--- src/rtl/rpn_eval_if.sv ---
// Character-stream handshake between an RPN source/sink and rpn_eval.
// The master side drives characters in and acknowledges results; the slave is the evaluator.
interface rpn_eval_if;
  logic       in_stb;
  logic [7:0] in_char;
  logic       in_ack;
  logic       out_stb;
  logic [7:0] out_char;
  logic       out_ack;
  logic       err;

  modport master (output in_stb, in_char, out_ack,
                  input  in_ack, out_stb, out_char, err);
  modport slave  (input  in_stb, in_char, out_ack,
                  output in_ack, out_stb, out_char, err);
endinterface

--- src/rtl/rpn_eval.sv ---
// Postfix evaluator: single-digit operands, 8x16 signed stack, decimal result stream.
// Define RPN_EVAL_DIV_EN to build the 16-cycle restoring divider for '/'.
module rpn_eval (
  input  logic       clk_i,
  input  logic       rst_i,
  rpn_eval_if.slave  bus
);
  localparam int DATA_W = 16;

  typedef enum logic [2:0] {
    S_IDLE = 3'd0,
    S_EXEC = 3'd1,
`ifdef RPN_EVAL_DIV_EN
    S_DIV  = 3'd2,
`endif
    S_CONV = 3'd3,
    S_EMIT = 3'd4
  } state_e;

  state_e                    state_q, state_d;
  logic [3:0]                sp_q, sp_d;
  logic                      experr_q, experr_d;
  logic                      err_q, err_d;
  logic                      in_ack_q, in_ack_d;
  logic [7:0]                ch_q, ch_d;
  logic signed [DATA_W-1:0]  stk_q [8];
  logic                      stk_we;
  logic [2:0]                stk_wa;
  logic signed [DATA_W-1:0]  stk_wd;
  logic [DATA_W-1:0]         mag_q, mag_d;
  logic [2:0]                pidx_q, pidx_d;
  logic [3:0]                dig_q, dig_d;
  logic                      lead_q, lead_d;
  logic [7:0]                obuf_q [8];
  logic [7:0]                obuf_d [8];
  logic [2:0]                olen_q, olen_d;
  logic [2:0]                opos_q, opos_d;
`ifdef RPN_EVAL_DIV_EN
  logic [DATA_W-1:0]         dvd_q, dvd_d;
  logic [DATA_W-1:0]         den_q, den_d;
  logic [DATA_W-1:0]         rem_q, rem_d;
  logic                      dneg_q, dneg_d;
  logic [3:0]                dcnt_q, dcnt_d;
  logic [DATA_W:0]           div_rs;
  logic                      div_qbit;
  logic [DATA_W-1:0]         div_qnext;
`endif

  logic [2:0]               ia, ib;
  logic signed [DATA_W-1:0] opa, opb;

  assign ia  = 3'(sp_q - 4'd2);
  assign ib  = 3'(sp_q - 4'd1);
  assign opa = stk_q[ia];
  assign opb = stk_q[ib];

  function automatic logic signed [DATA_W-1:0] alu(input logic [7:0] op,
                                                   input logic signed [DATA_W-1:0] x,
                                                   input logic signed [DATA_W-1:0] y);
    case (op)
      8'h2B:   alu = x + y;
      8'h2D:   alu = x - y;
      default: alu = x * y;
    endcase
  endfunction

  function automatic logic [DATA_W-1:0] pow10(input logic [2:0] i);
    case (i)
      3'd0:    pow10 = 16'd10000;
      3'd1:    pow10 = 16'd1000;
      3'd2:    pow10 = 16'd100;
      3'd3:    pow10 = 16'd10;
      default: pow10 = 16'd1;
    endcase
  endfunction

  always_ff @(posedge clk_i) begin
    if (rst_i) begin
      state_q  <= S_IDLE;
      sp_q     <= 4'd0;
      experr_q <= 1'b0;
      err_q    <= 1'b0;
      in_ack_q <= 1'b0;
    end else begin
      state_q  <= state_d;
      sp_q     <= sp_d;
      experr_q <= experr_d;
      err_q    <= err_d;
      in_ack_q <= in_ack_d;
    end
  end

  always_ff @(posedge clk_i) begin
    ch_q   <= ch_d;
    mag_q  <= mag_d;
    pidx_q <= pidx_d;
    dig_q  <= dig_d;
    lead_q <= lead_d;
    obuf_q <= obuf_d;
    olen_q <= olen_d;
    opos_q <= opos_d;
    if (stk_we) stk_q[stk_wa] <= stk_wd;
`ifdef RPN_EVAL_DIV_EN
    dvd_q  <= dvd_d;
    den_q  <= den_d;
    rem_q  <= rem_d;
    dneg_q <= dneg_d;
    dcnt_q <= dcnt_d;
`endif
  end

  always_comb begin
    state_d  = state_q;
    sp_d     = sp_q;
    experr_d = experr_q;
    err_d    = err_q;
    in_ack_d = 1'b0;
    ch_d     = ch_q;
    mag_d    = mag_q;
    pidx_d   = pidx_q;
    dig_d    = dig_q;
    lead_d   = lead_q;
    obuf_d   = obuf_q;
    olen_d   = olen_q;
    opos_d   = opos_q;
    stk_we   = 1'b0;
    stk_wa   = ib;
    stk_wd   = '0;
`ifdef RPN_EVAL_DIV_EN
    dvd_d     = dvd_q;
    den_d     = den_q;
    rem_d     = rem_q;
    dneg_d    = dneg_q;
    dcnt_d    = dcnt_q;
    div_rs    = {rem_q, dvd_q[DATA_W-1]};
    div_qbit  = (div_rs >= {1'b0, den_q});
    div_qnext = {dvd_q[DATA_W-2:0], div_qbit};
`endif
    case (state_q)
      S_IDLE: begin
        if (bus.in_stb && !in_ack_q) begin
          in_ack_d = 1'b1;
          ch_d     = bus.in_char;
          err_d    = 1'b0;
          state_d  = S_EXEC;
        end
      end
      S_EXEC: begin
        state_d = S_IDLE;
        if (ch_q >= 8'h30 && ch_q <= 8'h39) begin
          if (sp_q == 4'd8) experr_d = 1'b1;
          else begin
            stk_we = 1'b1;
            stk_wa = sp_q[2:0];
            stk_wd = {8'h00, ch_q - 8'h30};
            sp_d   = sp_q + 4'd1;
          end
        end else begin
          case (ch_q)
            8'h20: ;
            8'h2B, 8'h2D, 8'h2A: begin
              if (sp_q < 4'd2) experr_d = 1'b1;
              else begin
                stk_we = 1'b1;
                stk_wa = ia;
                stk_wd = alu(ch_q, opa, opb);
                sp_d   = sp_q - 4'd1;
              end
            end
            8'h2F: begin
`ifdef RPN_EVAL_DIV_EN
              if (sp_q < 4'd2 || opb == 16'sd0) experr_d = 1'b1;
              else begin
                // Divide magnitudes, re-apply the sign at the end: truncates toward zero.
                sp_d    = sp_q - 4'd1;
                dvd_d   = opa[DATA_W-1] ? 16'(-opa) : 16'(opa);
                den_d   = opb[DATA_W-1] ? 16'(-opb) : 16'(opb);
                rem_d   = '0;
                dneg_d  = opa[DATA_W-1] ^ opb[DATA_W-1];
                dcnt_d  = 4'd0;
                state_d = S_DIV;
              end
`else
              experr_d = 1'b1;
`endif
            end
            8'h3D: begin
              opos_d = 3'd0;
              if (experr_q || sp_q != 4'd1) begin
                obuf_d[0] = 8'h45;
                obuf_d[1] = 8'h0A;
                olen_d    = 3'd2;
                err_d     = 1'b1;
                state_d   = S_EMIT;
              end else begin
                // Negating -32768 yields 0x8000, which reads correctly as unsigned 32768.
                mag_d     = stk_q[0][DATA_W-1] ? 16'(-stk_q[0]) : 16'(stk_q[0]);
                obuf_d[0] = 8'h2D;
                olen_d    = stk_q[0][DATA_W-1] ? 3'd1 : 3'd0;
                pidx_d    = 3'd0;
                dig_d     = 4'd0;
                lead_d    = 1'b0;
                state_d   = S_CONV;
              end
            end
            default: experr_d = 1'b1;
          endcase
        end
      end
`ifdef RPN_EVAL_DIV_EN
      S_DIV: begin
        dvd_d  = div_qnext;
        rem_d  = div_qbit ? 16'(div_rs - {1'b0, den_q}) : div_rs[DATA_W-1:0];
        dcnt_d = dcnt_q + 4'd1;
        if (dcnt_q == 4'd15) begin
          stk_we  = 1'b1;
          stk_wa  = ib;
          stk_wd  = dneg_q ? 16'(-div_qnext) : div_qnext;
          state_d = S_IDLE;
        end
      end
`endif
      S_CONV: begin
        if (mag_q >= pow10(pidx_q)) begin
          mag_d = mag_q - pow10(pidx_q);
          dig_d = dig_q + 4'd1;
        end else begin
          dig_d  = 4'd0;
          pidx_d = pidx_q + 3'd1;
          if (pidx_q == 3'd4) begin
            obuf_d[olen_q]              = 8'h30 + {4'h0, dig_q};
            obuf_d[3'(olen_q + 3'd1)]   = 8'h0A;
            olen_d                      = olen_q + 3'd2;
            opos_d                      = 3'd0;
            state_d                     = S_EMIT;
          end else if (dig_q != 4'd0 || lead_q) begin
            obuf_d[olen_q] = 8'h30 + {4'h0, dig_q};
            olen_d         = olen_q + 3'd1;
            lead_d         = 1'b1;
          end
        end
      end
      S_EMIT: begin
        if (bus.out_ack) begin
          if (opos_q == 3'(olen_q - 3'd1)) begin
            sp_d     = 4'd0;
            experr_d = 1'b0;
            state_d  = S_IDLE;
          end else begin
            opos_d = opos_q + 3'd1;
          end
        end
      end
      default: state_d = S_IDLE;
    endcase
  end

  always_comb begin
    bus.in_ack   = in_ack_q;
    bus.err      = err_q;
    bus.out_stb  = (state_q == S_EMIT);
    bus.out_char = (state_q == S_EMIT) ? obuf_q[opos_q] : 8'h00;
  end
endmodule

--- src/flat_wrapper.sv ---
// flat-port wrapper written by rule: the top's interface ports become plain ports
module rpn_eval_flat 
  (clk_i, rst_i, bus_in_stb, bus_in_char, bus_out_ack, bus_in_ack, bus_out_stb, bus_out_char, bus_err);
  rpn_eval_if bus_i ();
  input  logic clk_i;
  input  logic rst_i;
  input wire logic [$bits(bus_i.in_stb)-1:0] bus_in_stb;
  input wire logic [$bits(bus_i.in_char)-1:0] bus_in_char;
  input wire logic [$bits(bus_i.out_ack)-1:0] bus_out_ack;
  output wire logic [$bits(bus_i.in_ack)-1:0] bus_in_ack;
  output wire logic [$bits(bus_i.out_stb)-1:0] bus_out_stb;
  output wire logic [$bits(bus_i.out_char)-1:0] bus_out_char;
  output wire logic [$bits(bus_i.err)-1:0] bus_err;
  assign bus_i.in_stb = bus_in_stb;
  assign bus_i.in_char = bus_in_char;
  assign bus_i.out_ack = bus_out_ack;
  assign bus_in_ack = bus_i.in_ack;
  assign bus_out_stb = bus_i.out_stb;
  assign bus_out_char = bus_i.out_char;
  assign bus_err = bus_i.err;
  rpn_eval u_core (.clk_i(clk_i), .rst_i(rst_i), .bus(bus_i));
endmodule
--- config.mk ---
export PLATFORM = sky130hd
export DESIGN_NAME = rpn_eval_flat
export DESIGN_NICKNAME = d
export VERILOG_FILES = /design/src/rtl/rpn_eval_if.sv /design/src/rtl/rpn_eval.sv /design/src/flat_wrapper.sv
export SDC_FILE = /design/constraint.sdc
export NUM_CORES = 1
export LEC_CHECK = 0
export ABC_AREA = 0
export BUFFER_PORTS_ARGS = -buffer_cell sky130_fd_sc_hd__buf_2
export CAP_MARGIN = 0
export CORE_MARGIN = 2
export CORE_UTILIZATION = 29
export DETAILED_ROUTE_END_ITERATION = 12
export PLACE_DENSITY = 0.51
export SYNTH_ARGS = -nofsm -noshare
export SYNTH_HDL_FRONTEND = slang
export SYNTH_SLANG_ARGS = --single-unit
--- constraint.sdc ---
create_clock -name clk_i -period 8.3 [get_ports clk_i]
set_input_delay 2.49 -clock clk_i [delete_from_list [all_inputs] [get_ports clk_i]]
set_output_delay 2.49 -clock clk_i [all_outputs]
set_load 0.005 [all_outputs]
==> impl_metrics.py <==
metrics = {
    "layout": {
        "post_route_cells_drive_above_1_share": 0.121,
        "num-fill-cells": 6179,
        "register_cell_area_after_layout_um2": 7110,
        "antenna-diode-count": 0,
        "area_of_the_multi_input_gates_um2": 9760,
        "design.final.nets": 1892,
        "area_growth_pct": 11.1,
    },
    "detailed_routing": {
        "route.antenna.remaining_nets": 0,
        "detail_route.drc_violations": 0,
        "vias": 12600,
        "drtPass1Iterations": 5,
        "first_iter_violations": 958,
        "detail_route.vias_per_cell": 5.07,
        "drt-total-wl_mm": 49.6,
        "drt-wirelength-per-cell_um": 19.9,
    },
    "sta": {
        "final.period_utilization": 0.927,
        "final-max-slew-violation-count": 0,
        "clk_skew_ns": 0.0254,
        "timing.slew.headroom": 0.140,
        "worstMarginPinSlew_ns": 1.28,
        "finalSetupViolations": 0,
        "fmax_mhz": 130,
        "unrepaired_setup_endpoints_after_global_routing": "false",
        "finalHoldViolations": 0,
        "layout_min_cycle_time_ns": 7.69,
        "timing.setup.tns_ns": 0,
    },
    "flow_run": {
        "drv.max_cap_violation_count": 0,
    },
    "yosys": {
        "mappedNetlistArea_um2": 17900,
        "synth_async_sr_flop_share": 0,
        "yosys_register_bits": 240,
        "synth.distinct_cells": 68,
        "syn-mean-instance-area_um2": 10.8,
        "edff_count_synth": 230,
        "yosysWarnings": 0,
        "synth_ff_type": "sky130_fd_sc_hd__edfxtp_1",
        "postSynthCellCount": 1647,
        "mappedNetlistNets": 1853,
        "ys_seq_area_frac": 0.398,
    },
    "global_route": {
        "grt_pass1_wl_mm": 77.3,
        "globalRouteTotalUtil": 0.157,
        "grt_overflow": 0,
        "vias_in_the_first_global_route": 12800,
        "antenna_found_initial": 0,
        "grt_max_degree": 70,
    },
    "critical_path": {
        "worst-r2r-cell-count": 22,
        "r2r_start": "u_core.sp_q[2]",
        "worst_r2r_end": "u_core.stk_q[6][14]",
        "worstPathArrival_ns": 7.89,
        "critical-path-top-cell-by-count": "sky130_fd_sc_hd__fa_1",
        "rrSetupSlack_ns": 0.61,
        "worst_path_dominant_cell_family": "adder cells",
        "worstSetupEndpointType": "register",
        "crit_fanout": 12,
        "cp_cell_sequence": "inv_1 > ha_1 > buf_4 > mux2_2 > nand2_1 > fa_1 > fa_1 > fa_1 > fa_1 > inv_1 > fa_1 > inv_1 > fa_1 > inv_1 > ha_1 > and4_1 > a2111oi_0 > buf_4 > a21oi_1 > xor2_1 > nand3_1 > o31ai_1",
        "timing.critical_path.slowest_cell_delay_ns": 0.83,
        "critical_path_class": "reg2reg",
        "setup.worst_path.start_class": "register",
        "cp_data_required_time_ns": 8.50,
        "worst_path_max_delay_cell": "sky130_fd_sc_hd__ha_1",
        "cp.buffers_inverters": 6,
    },
    "worst_hold_path": {
        "hold_path_startpoint": "u_core.bus.err",
        "worstHoldEndpoint": "u_core.bus.err",
        "timing.hold.worst_path_depth": 2,
        "holdCritPathClass": "reg2reg",
    },
    "run_status": {
        "status": "complete, no violations",
    },
    "placed_design": {
        "finalWeightedCongestion": 0.898,
        "port-buffer-count": 22,
        "dp.final_hpwl_mm": 36.7,
    },
    "clock_network": {
        "cts.htree.levels": 1,
        "post_cts_hold_buffer_count": 0,
        "clk_path_buf_depth": 3,
        "number_of_clock_sinks": 240,
        "cts.clk_slew.worst_paths_ns": 0.06,
        "total_cts_buffers": 27,
        "clkLatencyLatePin_ns": 0.56,
        "tritoncts": "built",
        "cts-root-buf": "sky130_fd_sc_hd__clkbuf_16",
    },
    "floorplanning": {
        "floorplan.initialDensity": 0.295,
        "floorplan.core_area_um2": 60600,
        "floorplan.die_area_um2": 63600,
        "die_height_um": 252,
        "placementRows": 90,
        "io-pin-count": 23,
        "fp.dieW_um": 252,
    },
}
## tightest hold or removal path, cell delays in order (launching register included)
cell and delay (ns):
sky130_fd_sc_hd__dfxtp_1 0.31, sky130_fd_sc_hd__a21oi_1 0.11, sky130_fd_sc_hd__nor3_1 0.05
## flip-flops by register name, indices dropped and copies added (netlist names), 3 cells and up
signal and count:
u_core.dig_q 4, u_core.olen_q 3, u_core.pidx_q 3, u_core.ch_q 8, u_core.obuf_q 64, u_core.state_q 3
u_core.mag_q 16, u_core.opos_q 3, u_core.stk_q 128, u_core.sp_q 4
## layer usage
| metal | up-vias | GRT usage | wire, um |
|---|---|---|---|
| met4 | 0 | 0.0397 | 1160 |
| met2 | 378 | 0.243 | 22000 |
| met3 | 65 | 0.0274 | 3340 |
| li1 | 5836 | - | - |
| met1 | 6351 | 0.228 | 23000 |
| met5 | - | 0 | 0 |
## stage by stage
| stage | util | hold slack (ns) | worst slack (ns) | area [um2] | std cells |
|---|---|---|---|---|---|
| 4_1_cts | 0.327 | 0.529 | 0.352 | 19800 | 2489 |
| 5_1_grt | 0.328 | 0.550 | 0.125 | 19800 | 2489 |
| 2_1_floorplan | - | 0.489 | 0.0382 | 17900 | 1647 |
| 3_3_place_gp | 0.314 | 0.499 | 0.492 | 19100 | 2439 |
| 3_5_place_dp | 0.314 | 0.516 | 0.460 | 19100 | 2439 |
| 6_report | 0.328 | 0.517 | 0.608 | 19800 | 2489 |
## cells by family (layout without fill, tap and decap cells)
| family | Yosys count | count (layout) | share of synthesized area |
|---|---|---|---|
| AOI/OAI and AO/OA | 212 | 212 | 0.0725 |
| xor gates and xnor gates | 102 | 102 | 0.0504 |
| adders and majority gates | 194 | 194 | 0.170 |
| buffers and inverters | 255 | 315 | 0.0563 |
| DFF | 240 | 240 | 0.398 |
| muxes | 122 | 122 | 0.126 |
| and+or+nand+nor | 522 | 522 | 0.127 |
## cell usage in the layout (no fill, tap or decap), types with 4 or more instances in the layout
cell,n
sky130_fd_sc_hd__nand2_1,224
sky130_fd_sc_hd__buf_2,22
sky130_fd_sc_hd__nor2b_1,15
sky130_fd_sc_hd__o21a_1,15
sky130_fd_sc_hd__clkinv_1,8
sky130_fd_sc_hd__fa_1,81
sky130_fd_sc_hd__mux2i_1,36
sky130_fd_sc_hd__nand2b_1,7
sky130_fd_sc_hd__a21oi_1,62
sky130_fd_sc_hd__clkbuf_16,27
sky130_fd_sc_hd__o21ai_0,60
sky130_fd_sc_hd__or3_1,9
sky130_fd_sc_hd__a31oi_1,6
sky130_fd_sc_hd__xnor2_1,76
sky130_fd_sc_hd__and2_1,10
sky130_fd_sc_hd__nand4_1,7
sky130_fd_sc_hd__nand3_1,27
sky130_fd_sc_hd__inv_2,5
sky130_fd_sc_hd__ha_1,112
sky130_fd_sc_hd__nor3_1,18
sky130_fd_sc_hd__o31ai_1,11
sky130_fd_sc_hd__o22ai_1,6
sky130_fd_sc_hd__a21o_1,5
sky130_fd_sc_hd__buf_4,46
sky130_fd_sc_hd__xor2_1,25
sky130_fd_sc_hd__a211oi_1,7
sky130_fd_sc_hd__o211ai_1,7
sky130_fd_sc_hd__clkinv_2,7
sky130_fd_sc_hd__nor2_1,165
sky130_fd_sc_hd__a21boi_0,6
sky130_fd_sc_hd__mux4_2,78
sky130_fd_sc_hd__dfxtp_1,8
sky130_fd_sc_hd__o21bai_1,7
sky130_fd_sc_hd__and3_1,22
sky130_fd_sc_hd__mux2_2,4
sky130_fd_sc_hd__inv_1,187
sky130_fd_sc_hd__clkbuf_1,9
sky130_fd_sc_hd__edfxtp_1,230
## layout make-up
| type | instances | area share |
|---|---|---|
| multi-input cells | 1152 | 0.492 |
| clock buffers | 36 | 0.0357 |
| inverters | 196 | 0.0371 |
| clock inverters | 14 | 0.00372 |
| repair buffers | 69 | 0.0240 |
| well taps | 782 | 0.0493 |
| flip-flops and latches | 240 | 0.358 |
## synth_stat cells, types with 3 or more instances
| cell type | count | area share |
|---|---|---|
| sky130_fd_sc_hd__or2_2 | 3 | 0.0011 |
| sky130_fd_sc_hd__clkbuf_1 | 39 | 0.0082 |
| sky130_fd_sc_hd__or3_1 | 9 | 0.0032 |
| sky130_fd_sc_hd__edfxtp_1 | 230 | 0.39 |
| sky130_fd_sc_hd__xnor2_1 | 76 | 0.037 |
| sky130_fd_sc_hd__a21oi_1 | 62 | 0.017 |
| sky130_fd_sc_hd__o21a_1 | 15 | 0.0063 |
| sky130_fd_sc_hd__o21ai_1 | 3 | 0.00084 |
| sky130_fd_sc_hd__nand2b_1 | 7 | 0.0025 |
| sky130_fd_sc_hd__xor2_1 | 25 | 0.012 |
| sky130_fd_sc_hd__nor3_1 | 18 | 0.0050 |
| sky130_fd_sc_hd__nand2_1 | 224 | 0.047 |
| sky130_fd_sc_hd__o31ai_1 | 11 | 0.0046 |
| sky130_fd_sc_hd__buf_4 | 5 | 0.0021 |
| sky130_fd_sc_hd__o41ai_1 | 3 | 0.0015 |
| sky130_fd_sc_hd__mux2_2 | 4 | 0.0025 |
| sky130_fd_sc_hd__nand4_1 | 7 | 0.0025 |
| sky130_fd_sc_hd__buf_2 | 9 | 0.0025 |
| sky130_fd_sc_hd__fa_1 | 81 | 0.091 |
| sky130_fd_sc_hd__buf_1 | 4 | 0.00084 |
| sky130_fd_sc_hd__nor2b_1 | 15 | 0.0053 |
| sky130_fd_sc_hd__mux2i_1 | 37 | 0.021 |
| sky130_fd_sc_hd__clkinv_1 | 3 | 0.00063 |
| sky130_fd_sc_hd__o21ai_0 | 60 | 0.017 |
| sky130_fd_sc_hd__nand3_1 | 27 | 0.0076 |
| sky130_fd_sc_hd__mux4_2 | 78 | 0.098 |
| sky130_fd_sc_hd__inv_1 | 188 | 0.040 |
| sky130_fd_sc_hd__o21bai_1 | 7 | 0.0029 |
| sky130_fd_sc_hd__ha_1 | 113 | 0.079 |
| sky130_fd_sc_hd__a31oi_1 | 6 | 0.0021 |
| sky130_fd_sc_hd__dfxtp_1 | 10 | 0.011 |
| sky130_fd_sc_hd__o211ai_1 | 7 | 0.0029 |
| sky130_fd_sc_hd__inv_2 | 5 | 0.0011 |
| sky130_fd_sc_hd__nor2_1 | 165 | 0.035 |
| sky130_fd_sc_hd__a21o_1 | 5 | 0.0021 |
| sky130_fd_sc_hd__and3_1 | 22 | 0.0077 |
| sky130_fd_sc_hd__a211oi_1 | 7 | 0.0029 |
| sky130_fd_sc_hd__o22ai_1 | 6 | 0.0021 |
| sky130_fd_sc_hd__a21boi_0 | 6 | 0.0025 |
| sky130_fd_sc_hd__and2_1 | 10 | 0.0035 |
## how the worst max path moves through the flow
| stage | end | slack (ns) | cells after the start | start |
|---|---|---|---|---|
| after detailed placement | u_core.stk_q[1][14] | 0.46 | 25 | u_core.sp_q[1] |
| after global placement | u_core.stk_q[2][14] | 0.49 | 25 | u_core.sp_q[1] |
| after global routing | u_core.stk_q[4][14] | 0.12 | 22 | u_core.sp_q[2] |
| after floorplan | u_core.stk_q[0][14] | 0.04 | 28 | u_core.sp_q[1] |
| after CTS | u_core.stk_q[4][14] | 0.35 | 25 | u_core.sp_q[1] |
| final | u_core.stk_q[6][14] | 0.61 | 22 | u_core.sp_q[2] |
## repair_timing
action,CTS,global route
setup buffers,0,0
setup endpoints to repair,0,8
gates resized for setup,0,1
endpoints found under the hold margin,0,0
Power is not shown: default switching activity piles up to over one toggle a cycle in this logic, so the estimate is an artifact.
